==> src/rtl/pipe_addsub.sv <==
// Pipelined adder/subtractor with valid/ready flow control.
// The WIDTH-bit datapath is cut into STAGES slices. Slice k is summed in
// pipeline stage k using 4-bit carry-lookahead groups that ripple into each
// other. The slice carry is registered into the next stage. Operand slices
// that are not yet summed ride along in skew registers. Finished sum slices
// ride along in de-skew registers. As a result, every bit of a beat leaves
// the last stage on the same cycle.
module pipe_addsub #(
   parameter int WIDTH  = 32,
   parameter int STAGES = 2
) (
   input  logic             clk,
   input  logic             clr,
   input  logic             in_valid,
   output logic             in_ready,
   input  logic [WIDTH-1:0] a,
   input  logic [WIDTH-1:0] b,
   input  logic             cin,
   input  logic             sub,
   output logic             out_valid,
   input  logic             out_ready,
   output logic [WIDTH-1:0] sum,
   output logic             cout,
   output logic             ovf,
   output logic             zero,
   output logic             neg
);

   localparam int SW = WIDTH / STAGES;  // slice width, a multiple of 4
   localparam int NG = SW / 4;          // carry-lookahead groups per slice
   localparam int L  = STAGES - 1;      // index of the last stage

   // 4-bit carry-lookahead group: returns {carry out, sum[3:0]}
   function automatic logic [4:0] cla4(input logic [3:0] x, input logic [3:0] y, input logic c0);
      logic [3:0] g;
      logic [3:0] p;
      logic [4:0] c;
      g    = x & y;
      p    = x ^ y;
      c[0] = c0;
      c[1] = g[0] | (p[0] & c0);
      c[2] = g[1] | (p[1] & g[0]) | (p[1] & p[0] & c0);
      c[3] = g[2] | (p[2] & g[1]) | (p[2] & p[1] & g[0]) | (p[2] & p[1] & p[0] & c0);
      c[4] = g[3] | (p[3] & g[2]) | (p[3] & p[2] & g[1]) | (p[3] & p[2] & p[1] & g[0])
           | (p[3] & p[2] & p[1] & p[0] & c0);
      return {c[4], p ^ c[3:0]};
   endfunction

   // One slice: CLA groups with the group carry rippling upward; returns {carry out, sum}
   function automatic logic [SW:0] cla_slice(input logic [SW-1:0] x, input logic [SW-1:0] y, input logic c0);
      logic [SW-1:0] s;
      logic          c;
      logic [4:0]    grp;
      s = '0;
      c = c0;
      for (int k = 0; k < NG; k++) begin
         grp        = cla4(x[4*k +: 4], y[4*k +: 4], c);
         s[4*k +: 4] = grp[3:0];
         c          = grp[4];
      end
      return {c, s};
   endfunction

   logic               advance;
   logic [STAGES-1:0]  vld_p;
   logic [WIDTH-1:0]   b_eff;
   logic [WIDTH-1:0]   full_c;

   // Every stage moves together. The pipe stalls only when the output holds
   // a beat that downstream refuses.
   assign advance   = ~vld_p[L] | out_ready;
   assign in_ready  = advance;
   assign out_valid = vld_p[L];
   assign b_eff     = b ^ {WIDTH{sub}};

   // Stage valid bits; an idle input enters as a bubble and shifts with the data
   always_ff @(posedge clk or posedge clr) begin
      if (clr) begin
         vld_p <= '0;
      end else if (advance) begin
         vld_p[0] <= in_valid;
         for (int k = 1; k < STAGES; k++) vld_p[k] <= vld_p[k-1];
      end
   end

   // Slice adders: stage i sums slice i from its skewed operands and the registered carry
   for (genvar i = 0; i < STAGES; i++) begin : stg
      logic [SW-1:0] x;
      logic [SW-1:0] y;
      logic          ci;
      logic [SW:0]   r;
      if (i == 0) begin : g_src
         assign x  = a[SW-1:0];
         assign y  = b_eff[SW-1:0];
         assign ci = cin;
      end else begin : g_src
         assign x  = sk[i].st[i-1].a_p;
         assign y  = sk[i].st[i-1].b_p;
         assign ci = cyr[i-1].cy_p;
      end
      assign r = cla_slice(x, y, ci);
   end

   // Inter-stage carries: the carry out of slice i feeds slice i+1 one cycle later
   for (genvar i = 0; i < L; i++) begin : cyr
      logic cy_p;
      // Capture the slice carry for the next stage
      always_ff @(posedge clk or posedge clr) begin
         if (clr)          cy_p <= 1'b0;
         else if (advance) cy_p <= stg[i].r[SW];
      end
   end

   // Skew registers: operand slice j is delayed through stages 0..j-1 until its adder is reached
   for (genvar j = 1; j < STAGES; j++) begin : sk
      for (genvar s = 0; s < j; s++) begin : st
         logic [SW-1:0] a_p;
         logic [SW-1:0] b_p;
         if (s == 0) begin : g_ld
            // Capture the operand slice from the input port
            always_ff @(posedge clk or posedge clr) begin
               if (clr) begin
                  a_p <= '0;
                  b_p <= '0;
               end else if (advance) begin
                  a_p <= a[j*SW +: SW];
                  b_p <= b_eff[j*SW +: SW];
               end
            end
         end else begin : g_ld
            // Pass the operand slice one stage further down
            always_ff @(posedge clk or posedge clr) begin
               if (clr) begin
                  a_p <= '0;
                  b_p <= '0;
               end else if (advance) begin
                  a_p <= sk[j].st[s-1].a_p;
                  b_p <= sk[j].st[s-1].b_p;
               end
            end
         end
      end
   end

   // De-skew registers: finished sum slice j is delayed from stage j up to the last stage
   for (genvar j = 0; j < L; j++) begin : ds
      for (genvar s = j; s < L; s++) begin : st
         logic [SW-1:0] sum_p;
         if (s == j) begin : g_ld
            // Capture the freshly computed sum slice
            always_ff @(posedge clk or posedge clr) begin
               if (clr)          sum_p <= '0;
               else if (advance) sum_p <= stg[j].r[SW-1:0];
            end
         end else begin : g_ld
            // Pass the finished sum slice one stage further down
            always_ff @(posedge clk or posedge clr) begin
               if (clr)          sum_p <= '0;
               else if (advance) sum_p <= ds[j].st[s-1].sum_p;
            end
         end
      end
   end

   // Assemble the complete sum in the last stage: delayed low slices plus the top slice computed now
   for (genvar j = 0; j < L; j++) begin : g_lo
      assign full_c[j*SW +: SW] = ds[j].st[L-1].sum_p;
   end
   assign full_c[L*SW +: SW] = stg[L].r[SW-1:0];

   // Output register: result and flags held steady while the beat waits for out_ready
   always_ff @(posedge clk or posedge clr) begin
      if (clr) begin
         sum  <= '0;
         cout <= 1'b0;
         ovf  <= 1'b0;
         zero <= 1'b0;
         neg  <= 1'b0;
      end else if (advance) begin
         sum  <= full_c;
         cout <= stg[L].r[SW];
         ovf  <= (stg[L].x[SW-1] == stg[L].y[SW-1]) & (full_c[WIDTH-1] != stg[L].x[SW-1]);
         zero <= ~|full_c;
         neg  <= full_c[WIDTH-1];
      end
   end

endmodule

==> config.mk <==
export PLATFORM = sky130hd
export DESIGN_NAME = pipe_addsub
export DESIGN_NICKNAME = d
export VERILOG_FILES = /design/src/rtl/pipe_addsub.sv
export SDC_FILE = /design/constraint.sdc
export NUM_CORES = 1
export LEC_CHECK = 0
export BUFFER_PORTS_ARGS = -buffer_cell sky130_fd_sc_hd__buf_4
export CAP_MARGIN = 20
export CORE_ASPECT_RATIO = 1.1
export CORE_MARGIN = 3
export CORE_UTILIZATION = 45
export CTS_BUF_LIST = sky130_fd_sc_hd__clkbuf_4
export DETAILED_ROUTE_END_ITERATION = 10
export PLACE_DENSITY = 0.7
export SLEW_MARGIN = 20
export SYNTH_ARGS = -nofsm -noshare
export SYNTH_HDL_FRONTEND = slang
export SYNTH_SLANG_ARGS = --single-unit
==> constraint.sdc <==
create_clock -name clk -period 5.97 [get_ports clk]
set_input_delay 1.791 -clock clk [delete_from_list [all_inputs] [get_ports clk]]
set_output_delay 1.791 -clock clk [all_outputs]
set_load 0.05 [all_outputs]
==> flow_metrics.py, run 1 <==
metrics = {
    "job": {
        "maxCapViolations": 0,
    },
    "synthesis": {
        "ys_warn_count": 0,
        "syn_area_um2": 4790,
        "ys_top_cells_by_area": "dfrtp_1 45%, nand2_1 11%, ha_1 8.4%, xor2_1 4.9%, xnor2_1 4.8%",
        "yosys.area_share.simple": 0.175,
        "synth_top_area_share": 0.449,
        "muxShareOfSynthArea": 0.00209,
        "synthCells": 520,
        "synth_compound_area_frac": 0.128,
        "yosysMostFrequentCell": "nand2_1",
        "synth.distinct_cells": 43,
        "yosys.area.top_type": "dfrtp_1",
        "synthFlopType": "dfrtp_1",
        "async_flop_share": 1.00,
        "ys_ff_latch": 86,
        "synth_xor_area_frac": 0.0968,
        "yosysSeqAreaShare": 0.449,
        "synth-edff-count": 0,
        "syn_area_per_cell_um2": 9.22,
        "synth_common_cells": "146 x nand2_1, 86 x dfrtp_1, 34 x nor2_1, 33 x a21oi_1, 32 x ha_1",
        "synth_top_family_by_area": "simple AND/OR/NAND/NOR gates",
        "synthesis.nets": 630,
        "yosys.area_share.adder": 0.117,
    },
    "clock_network": {
        "cts_max_level": 3,
        "cts_hold_buffers": 0,
        "cts.sinks": 86,
        "worst_skew_pair.late_latency_ns": 0.43,
        "clk_pin_slew_worst_paths_ns": 0.14,
        "cts_inserted_buffers": 9,
        "root_buffer": "clkbuf_4",
        "post_cts_buffers": 0,
        "post_cts_resized": 0,
        "clockBufferDepth": 2,
        "cts_tree": "yes",
    },
    "routing": {
        "first_pass_iters": 6,
        "wire_per_inst_um": 14.2,
        "ant_nets": 0,
        "wirelength_mm": 10.8,
        "vias": 3808,
        "drt_iter0_markers": 132,
        "drc": 0,
        "viasPerCell": 4.98,
    },
    "worst_setup_path": {
        "cp-start-kind": "primary input",
        "slowest_delay_ns": 0.45,
        "path_delay_family": "compound AO/OA/AOI/OAI gates",
        "worstPathArrival_ns": 4.46,
        "critical_path_buf_inv_count": 1,
        "slowest_stage": "fa_1",
        "crit_required_ns": 6.32,
        "crit_type": "primary input to flop",
        "crit_path_end_kind": "flop",
        "crit_chain": "buf_4, xor2_1, ha_1, a211oi_1, o21bai_2, a21oi_1, o31a_1, o31a_1, fa_1, a21oi_1",
        "crit_path_max_fanout": 9,
        "worstRegToRegCells": 13,
        "crit_cells": 10,
    },
    "power_and_ir_drop": {
        "cellPowerDensity_nw_per_um2": 401,
        "p_switching_w": 0.00105,
        "clkPwrFrac": 0.161,
        "seqPwrFrac": 0.365,
        "power_frac_comb": 0.473,
        "p_sw_frac": 0.443,
        "leakagePower_nw": 2.88,
        "ir_drop_uv": 199,
        "intPower_w": 0.00132,
        "finalPower_w": 0.00236,
    },
    "sta": {
        "clock_skew_ns": 0.0170,
        "maxSlewHeadroom": 0.437,
        "rsz0062_at_grt": "false",
        "worst_pin_slew_ns": 0.845,
        "maxSlewViolCount": 0,
        "tns_ns": 0,
        "setup_violations": 0,
        "fin_crit_ns": 4.11,
        "clock.fmax_mhz": 243,
        "final.period_utilization": 0.689,
        "hold_viol_final": 0,
    },
    "grt": {
        "grt_max_degree": 91,
        "antenna_found_initial": 0,
        "grt_use_total": 0.185,
        "grt_pass1_vias": 3825,
        "grt_pass1_wl_mm": 17.9,
        "gr-total-overflow": 0,
    },
    "min_path": {
        "min_path_type": "flop to flop",
        "whs_path_depth": 1,
    },
    "placed_design": {
        "place.port_buffers": 107,
        "gp_congestion": 0.800,
        "hpwl_mm": 8.13,
    },
    "cells_and_area": {
        "num_antenna_cells": 0,
        "fillers": 943,
        "final_layout_size_suffix_gt1_frac": 0.221,
        "syn2layout_area_growth_pct": 22.8,
        "finalNetCount": 729,
    },
    "floorplanning": {
        "fp.coreArea_um2": 10100,
        "rows": 38,
        "fp.dieH_um": 114,
        "io_pins": 108,
        "die_x_um": 104,
        "start_util": 0.473,
        "dieArea_um2": 11900,
    },
    "run_status": {
        "status": "finished clean",
    },
}
[through the flow]
step	util	cell area [um2]	std cells	worst slack [ns]	hold WS, ns
after floorplan	-	4790	520	1.28	0.430
after global placement	0.565	5720	748	1.58	0.443
after detailed placement	0.565	5720	748	1.43	0.450
after CTS	0.581	5890	764	1.89	0.484
after global routing	0.581	5890	764	1.70	0.513
final	0.581	5890	764	1.86	0.469
[power groups by stage]
stage | Sequential (W) | Clock [W] | Combinational [W]
after global placement | 0.000869 | 0 | 0.00110
final | 0.000862 | 0.000381 | 0.00112
after floorplan | 0.00119 | 0 | 0.000475
after detailed placement | 0.000877 | 0 | 0.00113
after global routing | 0.000886 | 0.000410 | 0.00121
after CTS | 0.000865 | 0.000390 | 0.00113
[area by class of cell]
class                      instances  area [um2]  area share
multi-input combinational        393        2490       0.423
sequential                        86        2150       0.366
timing repair buffer             111         833       0.142
tap                              140         175      0.0298
clock inverter                     5        83.8      0.0142
clock buffer                      11        82.6      0.0140
inverter                          18        68.8      0.0117
[state kept, by name, summed over array words and instances (netlist names)]
| register | count |
|---|---|
| cyr.cy_p | 1 |
| ovf | 1 |
| zero | 1 |
| sum | 32 |
| vld_p | 2 |
| cout | 1 |
| ds.st.sum_p | 16 |
| sk.st.a_p | 16 |
| sk.st.b_p | 16 |
[worst paths after layout]
check | to | startpoint | slack, ns
setup / recovery | ds[0].st[0].sum_p[12] | sub | 1.86
max in group asynchronous | cyr[0].cy_p | clr | 3.49
hold reg to reg | vld_p[1] | vld_p[0] | 0.47
min in group asynchronous | ds[0].st[0].sum_p[1] | clr | 1.43
hold / removal | vld_p[1] | vld_p[0] | 0.47
setup reg to reg | zero | sk[1].st[0].a_p[0] | 2.05
[per-layer routing]
layer  track usage  share of wire
met1         0.241           0.45
met2         0.317           0.50
met5             0              0
met4        0.0718          0.014
met3        0.0254          0.046
[layout by cell type, fill, tap and decap left out, drive strengths merged, types with 2 or more instances in the layout]
cell type  count
xor2          27
nor2          34
nand2b         3
buf          111
clkbuf        11
nor3b          2
clkinv         2
nor4           5
o31ai          5
a211oi         4
nand4          3
nor3           5
o211ai         2
nand2        146
o21ai         31
clkinvlp       2
o31a           2
a21o           4
inv           17
ha            32
fa             8
nand3          3
bufinv         2
a21oi         34
dfrtp         86
xnor2         26
or3            2
a22o           2
o21bai         4
[logic make-up after synthesis]
group                    count (synthesis)
AO/OA/AOI/OAI                           94
XOR/XNOR                                53
adder cells (fa/ha/maj)                 40
buffers and inverters                   41
flip-flops                              86
multiplexers                             1
AND/OR/NAND/NOR                        205
No activity file was read; power rests on OpenSTA's default activity.
==> run 2, diff against run 1 <==
PLACE_DENSITY = 0.73   (was 0.7)
clock period = 3.7 ns   (was 5.97 ns; I/O delays follow)
==> run 2 against run 1 <==
Compared with the run above:
- clock power rose by 20%
- worst hold slack improved by 0.0051 ns
- via count rose by 1.4%
- register-to-register slack got worse by 1.8 ns
- sequential share of layout area barely moved
- sequential cell count did not move
- non-clock buffer count rose by 3
- routed wire length rose by 0.72%
- combinational power rose by 66%
- critical path depth rose by 2
- clock skew fell by 0.0045 ns
- highest routed layer unchanged
==> flow_metrics.py, run 2 (synthesis results as in run 1) <==
metrics = {
    "run_status": {
        "status": "finished clean",
    },
    "min_path": {
        "min_path_type": "flop to flop",
    },
    "routing": {
        "ant_nets": 0,
        "wirelength_mm": 10.9,
        "viasPerCell": 5.04,
        "wire_per_inst_um": 14.2,
        "first_pass_iters": 4,
        "drc": 0,
        "drt_iter0_markers": 124,
        "vias": 3862,
    },
    "cells_and_area": {
        "top_register": "sum",
        "finalNetCount": 732,
        "final_layout_size_suffix_gt1_frac": 0.228,
        "layout_common_cells": "146 x nand2_1, 113 x buf_4, 86 x dfrtp_1",
        "largest_register_ff_count": 32,
        "final_common_cell": "nand2_1",
        "num_antenna_cells": 0,
        "syn2layout_area_growth_pct": 23.0,
    },
    "power_and_ir_drop": {
        "leakagePower_nw": 2.89,
        "finalPower_w": 0.00370,
        "cellPowerDensity_nw_per_um2": 628,
        "ir_drop_uv": 486,
    },
    "clock_network": {
        "cts_inserted_buffers": 9,
        "clk_pin_slew_worst_paths_ns": 0.12,
        "cts_hold_buffers": 0,
        "root_buffer": "clkbuf_4",
        "cts.sinks": 86,
        "cts_max_level": 3,
        "cts_tree": "yes",
        "worst_skew_pair.late_latency_ns": 0.43,
        "clockBufferDepth": 2,
    },
    "grt": {
        "grt_pass1_vias": 3841,
        "grt_use_total": 0.191,
        "grt_pass1_wl_mm": 18.5,
        "gr-total-overflow": 0,
        "grt_max_degree": 91,
        "antenna_found_initial": 0,
    },
    "sta": {
        "worst_pin_slew_ns": 0.895,
        "tns_ns": 0,
        "fin_crit_ns": 3.49,
        "setup_violations": 0,
        "clock_skew_ns": 0.0125,
        "maxSlewHeadroom": 0.404,
        "hold_viol_final": 0,
        "final.period_utilization": 0.943,
        "clock.fmax_mhz": 287,
        "maxSlewViolCount": 0,
    },
    "worst_setup_path": {
        "slowest_delay_ns": 0.44,
        "crit_path_max_fanout": 6,
        "crit_path_end_kind": "flop",
        "timing.rr.end": "zero",
        "slowest_stage": "dfrtp_1",
        "crit_chain": "ha_1, a211oi_4, nor3b_4, o21a_1, a2111oi_4, nor3_1, fa_1, xnor2_2, nand4_1, nor4_2, nand3_1, o31ai_1",
        "worstPathArrival_ns": 3.83,
        "cp-start-kind": "flop",
        "crit_required_ns": 4.04,
        "crit_type": "flop to flop",
        "crit_start": "sk[1].st[0].a_p[0]",
        "cp-endpoint": "zero",
        "r2r-start": "sk[1].st[0].a_p[0]",
        "regToRegSetupSlack_ns": 0.21,
        "worstRegToRegCells": 12,
    },
    "job": {
        "maxCapViolations": 0,
    },
    "floorplanning": {
        "rows": 38,
        "dieArea_um2": 11900,
        "io_pins": 108,
        "die_x_um": 104,
        "fp.coreArea_um2": 10100,
        "fp.dieH_um": 114,
        "start_util": 0.473,
    },
    "placed_design": {
        "place.port_buffers": 107,
        "gp_congestion": 0.827,
        "hpwl_mm": 8.21,
    },
}
-- run 2: cell types whose count changed in the layout (fill, tap and decap cells not counted), sizes merged --
cell / change
buf: +3
clkinv: +2
clkinvlp: -2
bufinv: -2
clkbuf: +1
-- run 2: stage by stage --
stage | setup slack (ns) | hold slack, ns | cells | cell area, um2 | utilization
after CTS | 0.0276 | 0.478 | 766 | 5860 | 0.579
after global routing | -0.0249 | 0.510 | 766 | 5890 | 0.582
after floorplan | 0.0131 | 0.430 | 520 | 4800 | -
after detailed placement | -0.00550 | 0.449 | 749 | 5740 | 0.567
after global placement | 0.0744 | 0.443 | 749 | 5740 | 0.567
final | 0.210 | 0.474 | 766 | 5890 | 0.582
-- run 2: layout make-up --
cell class,count,area (um2)
fill,899,4230
multi-input combinational,393,2530
sequential,86,2150
timing repair buffer,114,868
tap,140,175
clock buffer,12,90.1
inverter,18,68.8
clock inverter,3,12.5
-- run 2: worst min-delay path by stage --
stage               startpoint       end  slack (ns)  depth (start not counted)
floorplan             vld_p[0]  vld_p[0]        0.43                          2
global placement      vld_p[0]  vld_p[0]        0.44                          2
detailed placement    vld_p[0]  vld_p[1]        0.45                          1
CTS                   vld_p[0]  vld_p[1]        0.48                          1
global route           sum[16]   sum[16]        0.51                          2
finish                vld_p[0]  vld_p[1]        0.47                          1
-- run 2: worst max-delay path, delay by kind of cell (launching register included) --
| kind | cells | cell delay, ns |
|---|---|---|
| xor gates and xnor gates | 1 | 0.22 |
| AOI/OAI and AO/OA | 4 | 1.17 |
| and+or+nand+nor | 5 | 0.79 |
| DFF | 1 | 0.44 |
| adders and majority gates | 2 | 0.78 |
-- run 2: metal layers --
layer	up-vias	wire [um]	track usage
li1	1929	-	-
met1	1818	4760	0.250
met2	104	5440	0.329
met3	11	584	0.0384
met4	0	121	0.0479
met5	-	0	0
-- run 2: timing repair --
action                                  4_1_cts  5_1_grt
endpoints found under the setup margin        1        1
buffers inserted                              2        0
pin swaps                                     3        3
hold endpoints to repair                      0        0
resized for setup                             0        6
-- run 2: report_power, final --
part	total (W)	leakage, nW	switching, W	internal, W
combinational	0.00186	1.82	0.00120	0.000653
clock	0.000456	0.0623	0.000303	0.000153
sequential	0.00139	1.02	0.000185	0.00120
